<file path="src/rtl/mac_pkg.sv">
// Shared constants, FSM state encoding and width helper for the MAC scheduler.
package mac_pkg;

  localparam int DEF_DATA_WIDTH  = 8;
  localparam int DEF_ACCUM_WIDTH = 24;
  localparam int DEF_MAC_LATENCY = 3;

  typedef enum logic [1:0] {
    ST_IDLE  = 2'b00,
    ST_RUN   = 2'b01,
    ST_DRAIN = 2'b10
  } state_t;

  // Never returns less than 1 so that single-entry fields still get a bit.
  function automatic int clog2(input int value);
    int r;
    r = 0;
    for (int i = 0; i < 31; i++) begin
      if ((1 << i) < value) r = i + 1;
    end
    return (r == 0) ? 1 : r;
  endfunction

endpackage

</file>
<file path="src/rtl/mac_rr_scheduler_rr_arbiter.sv">
// Round-robin arbiter: rotating-priority search from rr_ptr, which advances past each winner.
module rr_arbiter #(
  parameter int NUM_REQ  = 4,
  parameter int ID_WIDTH = 2
) (
  input  logic                clk,
  input  logic                rst,
  input  logic [NUM_REQ-1:0]  i_req,
  input  logic                i_block,
  output logic [NUM_REQ-1:0]  o_gnt,
  output logic [ID_WIDTH-1:0] o_id,
  output logic                o_valid
);

  logic [ID_WIDTH-1:0] r_rr_ptr;
  logic [ID_WIDTH-1:0] w_idx;
  logic                w_found;

  always_comb begin
    o_gnt   = '0;
    o_id    = '0;
    w_idx   = '0;
    w_found = 1'b0;
    if (!i_block) begin
      for (int k = 0; k < NUM_REQ; k++) begin
        w_idx = ID_WIDTH'((int'(r_rr_ptr) + k) % NUM_REQ);
        if (!w_found && i_req[w_idx]) begin
          w_found      = 1'b1;
          o_gnt[w_idx] = 1'b1;
          o_id         = w_idx;
        end
      end
    end
    o_valid = w_found;
  end

  always_ff @(posedge clk or posedge rst) begin
    if (rst) begin
      r_rr_ptr <= '0;
    end else if (o_valid) begin
      r_rr_ptr <= (o_id == ID_WIDTH'(NUM_REQ - 1)) ? '0 : o_id + ID_WIDTH'(1);
    end
  end

endmodule

</file>
<file path="src/rtl/mac_rr_scheduler.sv">
// Shares one pipelined MAC among NUM_REQ requesters with ID-tagged result return and drain.
// Optional counters perf_grants/perf_stalls are built when MAC_RR_SCHEDULER_PERF_EN is defined.
module mac_rr_scheduler
  import mac_pkg::*;
#(
  parameter int NUM_REQ     = 4,
  parameter int DATA_WIDTH  = DEF_DATA_WIDTH,
  parameter int ACCUM_WIDTH = DEF_ACCUM_WIDTH,
  parameter int MAC_LATENCY = DEF_MAC_LATENCY,
  parameter int ID_WIDTH    = clog2(NUM_REQ)
) (
  input  logic                           clk,
  input  logic                           rst,
  input  logic [NUM_REQ-1:0]             req,
  input  logic [NUM_REQ*DATA_WIDTH-1:0]  req_a,
  input  logic [NUM_REQ*DATA_WIDTH-1:0]  req_b,
  input  logic [NUM_REQ*ACCUM_WIDTH-1:0] req_cin,
  output logic [NUM_REQ-1:0]             gnt,
  input  logic                           drain,
  output logic                           mac_en,
  output logic [DATA_WIDTH-1:0]          mac_a,
  output logic [DATA_WIDTH-1:0]          mac_b,
  output logic [ACCUM_WIDTH-1:0]         mac_cin,
  input  logic [ACCUM_WIDTH-1:0]         mac_cout,
  output logic                           rsp_valid,
  output logic [ID_WIDTH-1:0]            rsp_id,
  output logic [ACCUM_WIDTH-1:0]         rsp_data,
  output logic                           idle,
  output logic                           drain_done
`ifdef MAC_RR_SCHEDULER_PERF_EN
  ,
  output logic [15:0]                    perf_grants,
  output logic [15:0]                    perf_stalls
`endif
);

  localparam int CNT_W = clog2(MAC_LATENCY + 1);

  state_t                 r_state;
  logic [CNT_W-1:0]       r_inflight;
  logic [CNT_W-1:0]       w_inflight_nxt;
  logic [MAC_LATENCY-1:0] r_tag_vld;
  logic [ID_WIDTH-1:0]    r_tag_id [MAC_LATENCY];
  logic                   r_drain_q;
  logic                   r_drain_done;
  logic                   w_block;
  logic                   w_grant;
  logic [ID_WIDTH-1:0]    w_gnt_id;

  assign w_block = drain | (r_state == ST_DRAIN);

  rr_arbiter #(
    .NUM_REQ  (NUM_REQ),
    .ID_WIDTH (ID_WIDTH)
  ) u_arb (
    .clk     (clk),
    .rst     (rst),
    .i_req   (req),
    .i_block (w_block),
    .o_gnt   (gnt),
    .o_id    (w_gnt_id),
    .o_valid (w_grant)
  );

  always_comb begin
    mac_a   = '0;
    mac_b   = '0;
    mac_cin = '0;
    if (w_grant) begin
      mac_a   = req_a[int'(w_gnt_id)*DATA_WIDTH +: DATA_WIDTH];
      mac_b   = req_b[int'(w_gnt_id)*DATA_WIDTH +: DATA_WIDTH];
      mac_cin = req_cin[int'(w_gnt_id)*ACCUM_WIDTH +: ACCUM_WIDTH];
    end
  end

  // Bubbles must keep the MAC advancing so earlier results still emerge on time.
  assign mac_en = w_grant | (|r_tag_vld);

  always_ff @(posedge clk or posedge rst) begin
    if (rst) begin
      r_tag_vld <= '0;
      for (int i = 0; i < MAC_LATENCY; i++) r_tag_id[i] <= '0;
    end else if (mac_en) begin
      r_tag_vld[0] <= w_grant;
      r_tag_id[0]  <= w_gnt_id;
      for (int i = 1; i < MAC_LATENCY; i++) begin
        r_tag_vld[i] <= r_tag_vld[i-1];
        r_tag_id[i]  <= r_tag_id[i-1];
      end
    end
  end

  assign rsp_valid  = r_tag_vld[MAC_LATENCY-1];
  assign rsp_id     = r_tag_id[MAC_LATENCY-1];
  assign rsp_data   = rsp_valid ? mac_cout : '0;
  assign idle       = (r_state == ST_IDLE) && (r_inflight == '0);
  assign drain_done = r_drain_done;

  always_comb begin
    w_inflight_nxt = r_inflight;
    if (w_grant && !rsp_valid)      w_inflight_nxt = r_inflight + CNT_W'(1);
    else if (!w_grant && rsp_valid) w_inflight_nxt = r_inflight - CNT_W'(1);
  end

  // A drain request on an already-empty pipeline acknowledges only on drain's rising edge.
  always_ff @(posedge clk or posedge rst) begin
    if (rst) begin
      r_state      <= ST_IDLE;
      r_inflight   <= '0;
      r_drain_q    <= 1'b0;
      r_drain_done <= 1'b0;
    end else begin
      r_inflight   <= w_inflight_nxt;
      r_drain_q    <= drain;
      r_drain_done <= 1'b0;
      case (r_state)
        ST_IDLE: begin
          if (drain) begin
            if (w_inflight_nxt != '0) r_state <= ST_DRAIN;
            else if (!r_drain_q)      r_drain_done <= 1'b1;
          end else if (w_grant) begin
            r_state <= ST_RUN;
          end
        end
        ST_RUN: begin
          if (drain) begin
            if (w_inflight_nxt != '0) begin
              r_state <= ST_DRAIN;
            end else begin
              r_state      <= ST_IDLE;
              r_drain_done <= 1'b1;
            end
          end else if (!w_grant && (w_inflight_nxt == '0)) begin
            r_state <= ST_IDLE;
          end
        end
        ST_DRAIN: begin
          if (w_inflight_nxt == '0) begin
            r_state      <= ST_IDLE;
            r_drain_done <= 1'b1;
          end
        end
        default: r_state <= ST_IDLE;
      endcase
    end
  end

`ifdef MAC_RR_SCHEDULER_PERF_EN
  logic [15:0] r_perf_grants;
  logic [15:0] r_perf_stalls;

  always_ff @(posedge clk or posedge rst) begin
    if (rst) begin
      r_perf_grants <= '0;
      r_perf_stalls <= '0;
    end else begin
      if (w_grant && (r_perf_grants != 16'hFFFF)) r_perf_grants <= r_perf_grants + 16'd1;
      if ((|req) && !w_grant && (r_perf_stalls != 16'hFFFF)) r_perf_stalls <= r_perf_stalls + 16'd1;
    end
  end

  assign perf_grants = r_perf_grants;
  assign perf_stalls = r_perf_stalls;
`endif

endmodule

</file>
<file path="config.mk">
export PLATFORM = sky130hd
export DESIGN_NAME = mac_rr_scheduler
export DESIGN_NICKNAME = d
export VERILOG_FILES = /design/src/rtl/mac_pkg.sv /design/src/rtl/mac_rr_scheduler_rr_arbiter.sv /design/src/rtl/mac_rr_scheduler.sv
export SDC_FILE = /design/constraint.sdc
export NUM_CORES = 1
export LEC_CHECK = 0
export CORE_AREA = 5 5 141 89
export CTS_CLUSTER_DIAMETER = 80
export DETAILED_ROUTE_END_ITERATION = 16
export DIE_AREA = 0 0 146 94
export GPL_TIMING_DRIVEN = 0
export HOLD_SLACK_MARGIN = 0.08
export PLACE_DENSITY_LB_ADDON = 0.25
export SLEW_MARGIN = 10
export SYNTH_ARGS = -nofsm -noshare
export SYNTH_HDL_FRONTEND = slang
export SYNTH_SLANG_ARGS = --single-unit
</file>
<file path="constraint.sdc">
create_clock -name clk -period 2.45 [get_ports clk]
set_input_delay 0.3675 -clock clk [delete_from_list [all_inputs] [get_ports clk]]
set_output_delay 0.3675 -clock clk [all_outputs]
set_load 0.01 [all_outputs]
</file>
Yosys cells after proc, flatten, opt, wreduce, memory -nomap -nowiden
Index checks and enable logic that the tools add are counted.
{"block": "op_classes", "addsub": 6, "n_mul": 1, "n_lt_le_gt_ge": 8, "n_eq_ne": 7, "shift": 3, "mux": 59, "bitwise_logic": 5, "reduce_logical": 22}
{"operator": "$shiftx 96x8->24", "n": 1}
{"operator": "$shiftx 32x6->8", "n": 2}
{"operator": "$mux 24", "n": 2}
{"operator": "$mux 4", "n": 8}
{"operator": "$mux 2", "n": 15}
{"operator": "$mux 1", "n": 22}
{"operator": "$mux 8", "n": 2}
{"operator": "$lt 2x3->1 const B", "n": 4}
{"operator": "$or 4x4->4", "n": 3}
{"operator": "$logic_and 1x1->1", "n": 11}
{"operator": "$bmux 1 s2", "n": 4}
{"operator": "$demux 1 s2", "n": 4}
{"operator": "$ge 2x1->1 const B", "n": 4}
{"operator": "$add 2x1->2 const B", "n": 3}
{"operator": "$logic_not 2->1", "n": 3}
{"operator": "$ne 3x3->1 const B", "n": 2}
{"operator": "$pmux 2 s3", "n": 1}
{"operator": "$logic_not 1->1", "n": 5}
{"operator": "$add 2x2->2 const B", "n": 2}
{"operator": "$eq 2x2->1 const B", "n": 2}
{"operator": "$mul 2x2->4 const B", "n": 1}
{"operator": "$reduce_and 4->1", "n": 1}
{"operator": "$ne 3x2->1 const B", "n": 1}
{"operator": "$pmux 1 s3", "n": 1}
{"operator": "other kinds (6)", "n": 7}
{"block": "word_totals", "register_bits": 17, "input_bits": 191, "elab_cells": 120}

Longest topological paths before layout
Gate-level depths: netlist (run 1).
{"block": "logic_depth", "ltp_word": 25, "ltp_mapped": 11, "depth_no_buf": 8}

Hierarchy
A second synthesis (run 1) with hierarchy kept.
{"block": "hier_totals", "cells_unflattened": 252, "area_unflattened_um2": 2756.4}
{"mod": "mac_rr_scheduler", "instances": 1, "cells_per_inst": 178, "area_per_inst_um2": 2133.3, "seq_area_each_um2": 375.4}
{"mod": "rr_arbiter", "instances": 1, "cells_per_inst": 74, "area_per_inst_um2": 623.1, "seq_area_each_um2": 50.0}

Worst setup path after synthesis (run 1)
Ideal clock, no wire load.
{"block": "synth_timing", "path_kind": "reg2out", "from": "register u_arb.r_rr_ptr[1]", "to": "output mac_a[0]", "arrival_ps": 2348, "path_slack_ps": -266, "stages_incl_launch_ff": 10, "n_path_buf": 3, "path_cell_list": "dfrtp_1 -> clkbuf_1 -> inv_1 -> ha_1 -> buf_2 -> mux2i_1 -> nor2_1 -> o31a_1 -> clkbuf_1 -> o22ai_1"}
{"block": "synth_between", "elab_chain_cells": 18, "word_cells_on_any_way": 32}
{"item": "start, declared", "line": "mac_rr_scheduler_rr_arbiter.sv:15", "text": "logic [ID_WIDTH-1:0] r_rr_ptr;"}
{"item": "start signal, assigned", "line": "mac_rr_scheduler_rr_arbiter.sv:41", "text": "r_rr_ptr <= (o_id == ID_WIDTH'(NUM_REQ - 1)) ? '0 : o_id + ID_WIDTH'(1);"}
{"item": "$bmux 1 s2", "line": "mac_rr_scheduler_rr_arbiter.sv:27", "text": "if (!w_found && i_req[w_idx]) begin"}
{"item": "$mux 1 (not written as such)", "line": "mac_rr_scheduler_rr_arbiter.sv:27"}
{"item": "$mux 1", "line": "mac_rr_scheduler_rr_arbiter.sv:27"}
{"item": "$mux 1", "line": "mac_rr_scheduler_rr_arbiter.sv:24", "text": "if (!i_block) begin"}
{"item": "$logic_not 1->1", "line": "mac_rr_scheduler_rr_arbiter.sv:27"}
{"item": "$logic_and 1x1->1", "line": "mac_rr_scheduler_rr_arbiter.sv:27"}
{"item": "$mux 1", "line": "mac_rr_scheduler_rr_arbiter.sv:27"}
{"item": "$mux 1", "line": "mac_rr_scheduler_rr_arbiter.sv:24"}
{"item": "(+2 left out)"}
{"item": "$mux 1", "line": "mac_rr_scheduler_rr_arbiter.sv:27"}
{"item": "$mux 1", "line": "mac_rr_scheduler_rr_arbiter.sv:24"}
{"item": "$logic_not 1->1", "line": "mac_rr_scheduler_rr_arbiter.sv:27"}
{"item": "$logic_and 1x1->1", "line": "mac_rr_scheduler_rr_arbiter.sv:27"}
{"item": "$mux 2", "line": "mac_rr_scheduler_rr_arbiter.sv:27"}
{"item": "$mux 2", "line": "mac_rr_scheduler_rr_arbiter.sv:24"}
{"item": "$shiftx 32x6->8", "line": "mac_rr_scheduler.sv:70", "text": "mac_a = req_a[int'(w_gnt_id)*DATA_WIDTH +: DATA_WIDTH];"}
{"item": "$mux 8 (*)", "line": "mac_rr_scheduler.sv:69", "text": "if (w_grant) begin"}
{"item": "end, declared", "line": "mac_rr_scheduler.sv:21", "text": "output logic [DATA_WIDTH-1:0] mac_a,"}
Every way passes the cells marked *; elsewhere a longest branch is shown, timed or not. The select of a mux whose other input is x is not followed.

Final worst setup path (run 1)
{"block": "layout_timing", "from": "register u_arb.r_rr_ptr[0]", "to": "output mac_cin[16]"}
{"block": "layout_between", "elab_chain_cells": 19, "word_cells_on_any_way": 33}
{"item": "$bmux 1 s2", "line": "mac_rr_scheduler_rr_arbiter.sv:27"}
{"item": "$mux 1 (not written as such)", "line": "mac_rr_scheduler_rr_arbiter.sv:27"}
{"item": "$mux 1", "line": "mac_rr_scheduler_rr_arbiter.sv:27"}
{"item": "$mux 1", "line": "mac_rr_scheduler_rr_arbiter.sv:24"}
{"item": "$logic_not 1->1", "line": "mac_rr_scheduler_rr_arbiter.sv:27"}
{"item": "$logic_and 1x1->1", "line": "mac_rr_scheduler_rr_arbiter.sv:27"}
{"item": "$mux 1", "line": "mac_rr_scheduler_rr_arbiter.sv:27"}
{"item": "$mux 1", "line": "mac_rr_scheduler_rr_arbiter.sv:24"}
{"item": "(+3 left out)"}
{"item": "$mux 1", "line": "mac_rr_scheduler_rr_arbiter.sv:24"}
{"item": "$logic_not 1->1", "line": "mac_rr_scheduler_rr_arbiter.sv:27"}
{"item": "$logic_and 1x1->1", "line": "mac_rr_scheduler_rr_arbiter.sv:27"}
{"item": "$mux 2", "line": "mac_rr_scheduler_rr_arbiter.sv:27"}
{"item": "$mux 2", "line": "mac_rr_scheduler_rr_arbiter.sv:24"}
{"item": "$mul 2x2->4", "line": "mac_rr_scheduler.sv:72", "text": "mac_cin = req_cin[int'(w_gnt_id)*ACCUM_WIDTH +: ACCUM_WIDTH];"}
{"item": "$shiftx 96x8->24", "line": "mac_rr_scheduler.sv:72"}
{"item": "$mux 24 (*)", "line": "mac_rr_scheduler.sv:69"}
{"item": "end, declared", "line": "mac_rr_scheduler.sv:23", "text": "output logic [ACCUM_WIDTH-1:0] mac_cin,"}
Marks and branches as above.

==> impl_metrics.toml, run 1 <==
[cells_and_area]
syn_to_final_growth_pct = 128
nNetsFinal = 929
nFillCells = 846
seqCellArea_um2 = 427
final_core_util = 0.689
multiInputGateArea_um2 = 3420
drive_above_1_share = 0.364

[floorplanning]
rows = 30
dieHeight_um = 94
initial_core_util = 0.303
die_x_um = 146
io_pins = 265
coreArea_um2 = 11100
die_area_um2 = 13700

[logic_synthesis]
synth_edf_count = 0
netlist_instances = 413
synth-seq-area-share = 0.127
synth.avg_cell_area_um2 = 8.13
async_flop_share = 1.00
ys_top_cells_by_count = "and2_1, mux2i_1, o22ai_1, clkbuf_1, nor2_1"
synth_ff_type = "dfrtp_1"
synth_largest_area_cell = "mux2i_1"
synth_most_common_cell = "and2_1"
synth_area_leaders = "mux2i_1, and2_1, dfrtp_1"
ys_ff_latch = 17
netlist.area_leader.share = 0.262
syn_nets = 613
ys_types = 47
yosysWarnings = 0
synth_area_um2 = 3360

[sta]
clock_skew_ns = 0.00145
hold_viol_final = 0
setup_viol = 48
fin_crit_sh = 1.25
max_clock_freq_mhz = 327
finalMaxSlewViolations = 0
maxSlewHeadroom = 0.581
max_slew.worst_pin.slew_ns = 0.628
timing.final.ws_setup_ns = -0.612
rsz0062_at_grt = "yes"
min_period_ns = 3.06

[drt]
routed_wl_um = 16900
post-route-drc-count = 0
routedWlPerCell_um = 19.3
vias = 4421
drt_iter0_drc = 146
ant_nets = 0
dr.pass1.iters = 4
vias_per_cell = 5.06

[critical_path]
r2r-end = "drain_done$_DFF_PP0_"
critPathMaxFanout = 8
critPathArrivalTime_ns = 2.69
required_ns = 2.08
setup.worst_path.end = "mac_cin[16]"
reg2regPathDepth = 12
ff2ff_setup_slack_ns = -0.32
critical-path-top-delay-family = "buffers and inverters"
worstSetupPathType = "reg -> out"
crit_buf_inv = 5
path_common_cell = "buf_12"
reg2reg_from = "u_arb.r_rr_ptr[0]$_DFFE_PP0P_"
critical_path.slowest_cell = "dfrtp_2"
worst-path-stages = 11
critPathLaunch = "u_arb.r_rr_ptr[0]$_DFFE_PP0P_"
end_kind = "primary output"
max_stage_delay_ns = 0.47
crit_path_start_kind = "register"
crit_chain = "buf_4 -> or3_1 -> o32ai_1 -> a22o_1 -> o21ai_4 -> buf_12 -> buf_12 -> buf_12 -> mux2i_4 -> o22ai_2 -> buf_2"

[status]
violations = "setup timing"
outcome = "finished, violations left"

[worst_hold_path]
hold_path_class = "reg -> reg"

[grt]
grt_pass1_vias = 4486
grt_util_all_layers = 0.211
grt_pass1_wl_um = 23600
antenna_found_initial = 1
grt_max_degree = 18
grt_overflow = 0

[cts]
cts_tree = "done"
clock-sinks = 17
h-tree-depth = 1
clk_pin_slew_ns = 0.05
clk_latency_ns = 0.25
cts_root_buf = "clkbuf_16"
cts_buffers = 3
clockBufferDepth = 2

[power_and_ir_drop]
power.total_mw = 7.98
peakVddDrop_uv = 556
leakage_nw = 3.25
cellPowerDensity_nw_per_um2 = 1040

[place]
routabilityCongestion = 0.865
post-dp-hpwl_um = 12400
port_buffers = 263

[flow_run]
maxCapViolCount = 0
==> sequential cells by signal, summed over array words and instances (netlist names) <==
name            flops
r_tag_id            4
r_tag_vld           3
r_inflight          2
r_state             2
rsp_id              2
u_arb.r_rr_ptr      2
drain_done          1
r_drain_q           1
==> layer usage <==
metal	share of wire	global-route usage	vias to the layer above	wire length (um)
met3	0.072	0.0473	22	1220
met4	0.017	0.0391	0	281
li1	-	-	2106	-
met1	0.41	0.266	2118	6920
met2	0.50	0.377	175	8440
met5	0	0	-	0
==> logic make-up (layout without fill, tap and decap cells) <==
| logic type | count (synthesis) | count (layout) | share of synthesized area |
|---|---|---|---|
| flip-flops | 17 | 17 | 0.127 |
| AND/OR/NAND/NOR | 154 | 154 | 0.279 |
| XOR/XNOR | 3 | 3 | 0.00783 |
| other | 0 | 1 | 0 |
| adder cells (fa/ha/maj) | 9 | 9 | 0.0336 |
| AO/OA/AOI/OAI | 79 | 79 | 0.154 |
| multiplexers | 96 | 96 | 0.304 |
| buffers and inverters | 55 | 370 | 0.0947 |
==> power by group <==
| part | leakage [nW] | switching, mW | internal, mW |
|---|---|---|---|
| clock network | 0.0409 | 0.106 | 0.218 |
| logic | 3.00 | 3.27 | 3.88 |
| registers | 0.210 | 0.111 | 0.395 |
==> what timing repair did <==
item / in CTS / in global routing
hold buffers: 0 / 0
gates cloned: 2 / 7
setup endpoints to repair: 57 / 68
gates resized for setup: 265 / 97
buffers inserted: 29 / 14
pin swaps: 12 / 29
==> through the flow <==
stage	worst slack, ns	TNS [ns]	hold slack, ns	instance area [um2]	cells
floorplan	-0.0685	-2.77	0.294	3680	413
global placement	-1.16	-47.72	0.427	6490	820
detailed placement	-1.17	-49.85	0.432	6490	820
CTS	-0.600	-22.28	0.449	6980	854
global route	-0.687	-28.39	0.476	7630	873
finish	-0.612	-24.58	0.448	7630	873
==> area by class of cell <==
| class | count | share of cell area |
|---|---|---|
| Multi-Input combinational cell | 341 | 0.448 |
| Timing Repair Buffer | 312 | 0.391 |
| Buffer | 43 | 0.0642 |
| Sequential cell | 17 | 0.0559 |
| Tap cell | 144 | 0.0236 |
| Clock buffer | 3 | 0.00983 |
| Inverter | 11 | 0.00623 |
| Clock inverter | 1 | 0.000656 |
| Antenna cell | 1 | 0.000328 |
==> how the worst min path moves through the flow <==
stage	startpoint	to	slack, ns	cells after the start
global placement	r_tag_vld[1]$_DFFE_PP0P_	r_tag_vld[2]$_DFFE_PP0P_	0.43	1
global route	r_tag_vld[1]$_DFFE_PP0P_	r_tag_vld[2]$_DFFE_PP0P_	0.48	1
detailed placement	r_tag_vld[1]$_DFFE_PP0P_	r_tag_vld[2]$_DFFE_PP0P_	0.43	1
floorplan	rst	drain_done$_DFF_PP0_	0.29	1
finish	r_tag_vld[1]$_DFFE_PP0P_	r_tag_vld[2]$_DFFE_PP0P_	0.45	1
CTS	r_tag_vld[1]$_DFFE_PP0P_	r_tag_vld[2]$_DFFE_PP0P_	0.45	1
==> placed cells by master, fill, tap and decap left out, drive strengths merged, types with 8 or more instances in the layout <==
cell           instances
inv                   10
buf                  111
o21ai                 10
and2                 104
nor2                  19
mux2i                 88
nand2                  8
o22ai                 42
clkbuf                28
dfrtp                 17
clkdlybuf4s50        215
ha                     9
==> worst register-to-register path: stages, from the launching register on <==
cell and delay, ns:
dfrtp_2 0.46, clkinvlp_4 0.15, ha_4 0.32, buf_8 0.14
buf_6 0.11, buf_6 0.10, nor3_4 0.04, a32oi_2 0.17
a2bb2oi_2 0.21, buf_4 0.17, mux2_4 0.31, or3_4 0.35
nor3b_2 0.17
No activity file was read; power rests on OpenSTA's default activity.
==> run 2, diff against run 1 <==
- TNS_END_PERCENT: default -> 1
==> run 2 against run 1 <==
  * The flow still finishes with violations (setup timing)
  * Register-to-register slack better by 0.06 ns
  * Global-route usage down 0.29 points
  * Final area down 7.1%
  * Maximum frequency down 0.20%
  * Final cell count down 1.6%
  * Largest cell class unchanged
==> impl_metrics.toml, run 2 (synthesized netlist as in run 1, its figures left out) <==
[critical_path]
max_stage_delay_ns = 0.39
crit_path_start_kind = "register"
critPathArrivalTime_ns = 2.70
critPathMaxFanout = 10
crit_chain = "buf_8 -> clkinvlp_4 -> ha_4 -> or3_4 -> a21oi_2 -> o21ai_2 -> buf_4 -> buf_8 -> buf_12 -> mux2i_1 -> o22ai_2 -> buf_2"
ff2ff_setup_slack_ns = -0.26
end_kind = "primary output"
critical_path.slowest_cell = "dfrtp_1"
critical-path-top-delay-family = "buffers and inverters"
path_common_cell = "buf_8"
required_ns = 2.08
worstSetupPathType = "reg -> out"
crit_buf_inv = 6

[cells_and_area]
fin_cells = 859
reg_top3 = "r_tag_id: 4 flops, r_tag_vld: 3 flops"
nNetsFinal = 916
seqCellArea_um2 = 427
nFillCells = 915
final_core_util = 0.640
multiInputGateArea_um2 = 3100
drive_above_1_share = 0.301
mostFrequentLayoutCells = "clkdlybuf4s50_1, and2_1, mux2i_1"
diodes = 0
largest_register_ffs = 4
layout_commonest_cell = "clkdlybuf4s50_1"
regMostFlops = "r_tag_id"
syn_to_final_growth_pct = 111

[place]
port_buffers = 263
post-dp-hpwl_um = 12900
dpl.cell_count = 820
routabilityCongestion = 0.889

[sta]
timing.final.ws_setup_ns = -0.618
rsz0062_at_grt = "yes"
fin_crit_sh = 1.25
finalMaxSlewViolations = 0
maxSlewHeadroom = 0.581
hold_viol_final = 0
setup_viol = 48
max_clock_freq_mhz = 326
min_period_ns = 3.07
max_slew.worst_pin.slew_ns = 0.628
clock_skew_ns = 0.00500
setup_tns_ns = -25.40

[grt]
grt_pass1_vias = 4368
grt_overflow = 0
antenna_found_initial = 0
grt_pass1_wl_um = 23300
grt_max_degree = 18
grtUsageMet1 = 0.257
met3_usage = 0.0487
busiest_layer = "met2"
grt_util_all_layers = 0.208
use_met2 = 0.375

[power_and_ir_drop]
power.switching_mw = 3.09
cellPowerDensity_nw_per_um2 = 990
pwr-share-seq = 0.071
peakVddDrop_uv = 480
p_comb_frac = 0.883
p_int_mw = 3.93
swShare = 0.440
power_frac_clock = 0.046
leakage_nw = 3.17

[drt]
ant_nets = 0
routed_wl_um = 16100
post-route-drc-count = 0
dr.pass1.iters = 5
vias_per_cell = 5.07
vias = 4353
drt_iter0_drc = 128
routedWlPerCell_um = 18.7

[cts]
clk_pin_slew_ns = 0.05
h-tree-depth = 1
hold_buffers = 0
clk_latency_ns = 0.25
cts_buffers = 3
cts_tree = "done"
cts_root_buf = "clkbuf_16"
clockBufferDepth = 2
clock-sinks = 17

[flow_run]
maxCapViolCount = 0

[floorplanning]
initial_core_util = 0.303
die_x_um = 146
coreArea_um2 = 11100
rows = 30
die_area_um2 = 13700
io_pins = 265
dieHeight_um = 94

[worst_hold_path]
hold_path_class = "reg -> reg"

[status]
violations = "setup timing"
outcome = "finished, violations left"
[run 2: cell types whose count changed in the layout (fill, tap and decap cells not counted), sizes merged]
| cell | before | now |
|---|---|---|
| inv | 10 | 9 |
| dlygate4sd2 | 2 | 5 |
| clkbuf | 28 | 25 |
| clkinvlp | 1 | 2 |
| clkinv | 1 | 0 |
| buf | 111 | 100 |
| clkdlybuf4s50 | 215 | 214 |
| diode | 1 | 0 |
[run 2: power by group through the flow]
| stage | Sequential (mW) | Clock (mW) | Combinational (mW) |
|---|---|---|---|
| 6_report | 0.496 | 0.322 | 6.20 |
| 5_1_grt | 0.514 | 0.336 | 6.61 |
| 4_1_cts | 0.490 | 0.328 | 5.51 |
| 3_5_place_dp | 0.505 | 0 | 5.37 |
| 3_3_place_gp | 0.494 | 0 | 5.28 |
| 2_1_floorplan | 0.477 | 0 | 3.38 |
[run 2: what timing repair did]
| action | 4_1_cts | 5_1_grt |
|---|---|---|
| setup endpoints to repair | 68 | 63 |
| pin swaps | 26 | 16 |
| buffers inserted | 11 | 21 |
| resized for setup | 192 | 98 |
| cloned | 0 | 3 |
[run 2: routing by layer]
layer | vias up | part of all wire
met5 | - | 0
met4 | 0 | 0.014
met3 | 24 | 0.073
met2 | 187 | 0.51
met1 | 2069 | 0.40
li1 | 2073 | -
[run 2: worst register-to-register path, cell delays in order (launching register included)]
cell and delay [ns]:
dfrtp_1 0.39, buf_8 0.13, clkinvlp_4 0.10, ha_4 0.30, buf_8 0.15, nor3_4 0.06, a32oi_2 0.18, a2bb2oi_2 0.25
buf_4 0.16, mux2_1 0.34, or3_4 0.39, o211a_1 0.13
[run 2: path summary, 6_finish.rpt]
path / cells after the start / to / from
max: 12 / mac_cin[23] / u_arb.r_rr_ptr[1]$_DFFE_PP0P_
min: 1 / r_tag_vld[2]$_DFFE_PP0P_ / r_tag_vld[1]$_DFFE_PP0P_
max reg2reg: 11 / r_state[1]$_DFFE_PP0P_ / u_arb.r_rr_ptr[1]$_DFFE_PP0P_
min reg2reg: 1 / r_tag_vld[2]$_DFFE_PP0P_ / r_tag_vld[1]$_DFFE_PP0P_
max in group asynchronous: 2 / u_arb.r_rr_ptr[0]$_DFFE_PP0P_ / rst
min in group asynchronous: 2 / r_inflight[0]$_DFF_PP0_ / rst
[run 2: through the flow]
step	area (um2)	setup WS (ns)	power (mW)	hold slack (ns)
2_1_floorplan	3670	-0.0734	3.85	0.294
3_3_place_gp	6480	-1.08	5.77	0.426
3_5_place_dp	6480	-1.09	5.87	0.437
4_1_cts	6640	-0.632	6.33	0.449
5_1_grt	7090	-0.710	7.46	0.478
6_report	7090	-0.618	7.02	0.445
[run 2: cell type report]
type	instances	area share
buffer	44	0.0665
multi-input combinational	341	0.437
clock buffer	4	0.0111
sequential	17	0.0602
inverter	11	0.00688
tap	144	0.0254
timing repair buffer	298	0.393
==> run 3, diff against run 2 <==
- HOLD_SLACK_MARGIN: 0.08 -> 0.1
==> results of run 3 <==
Final layout, timing and power as in run 2 (identical DEF).
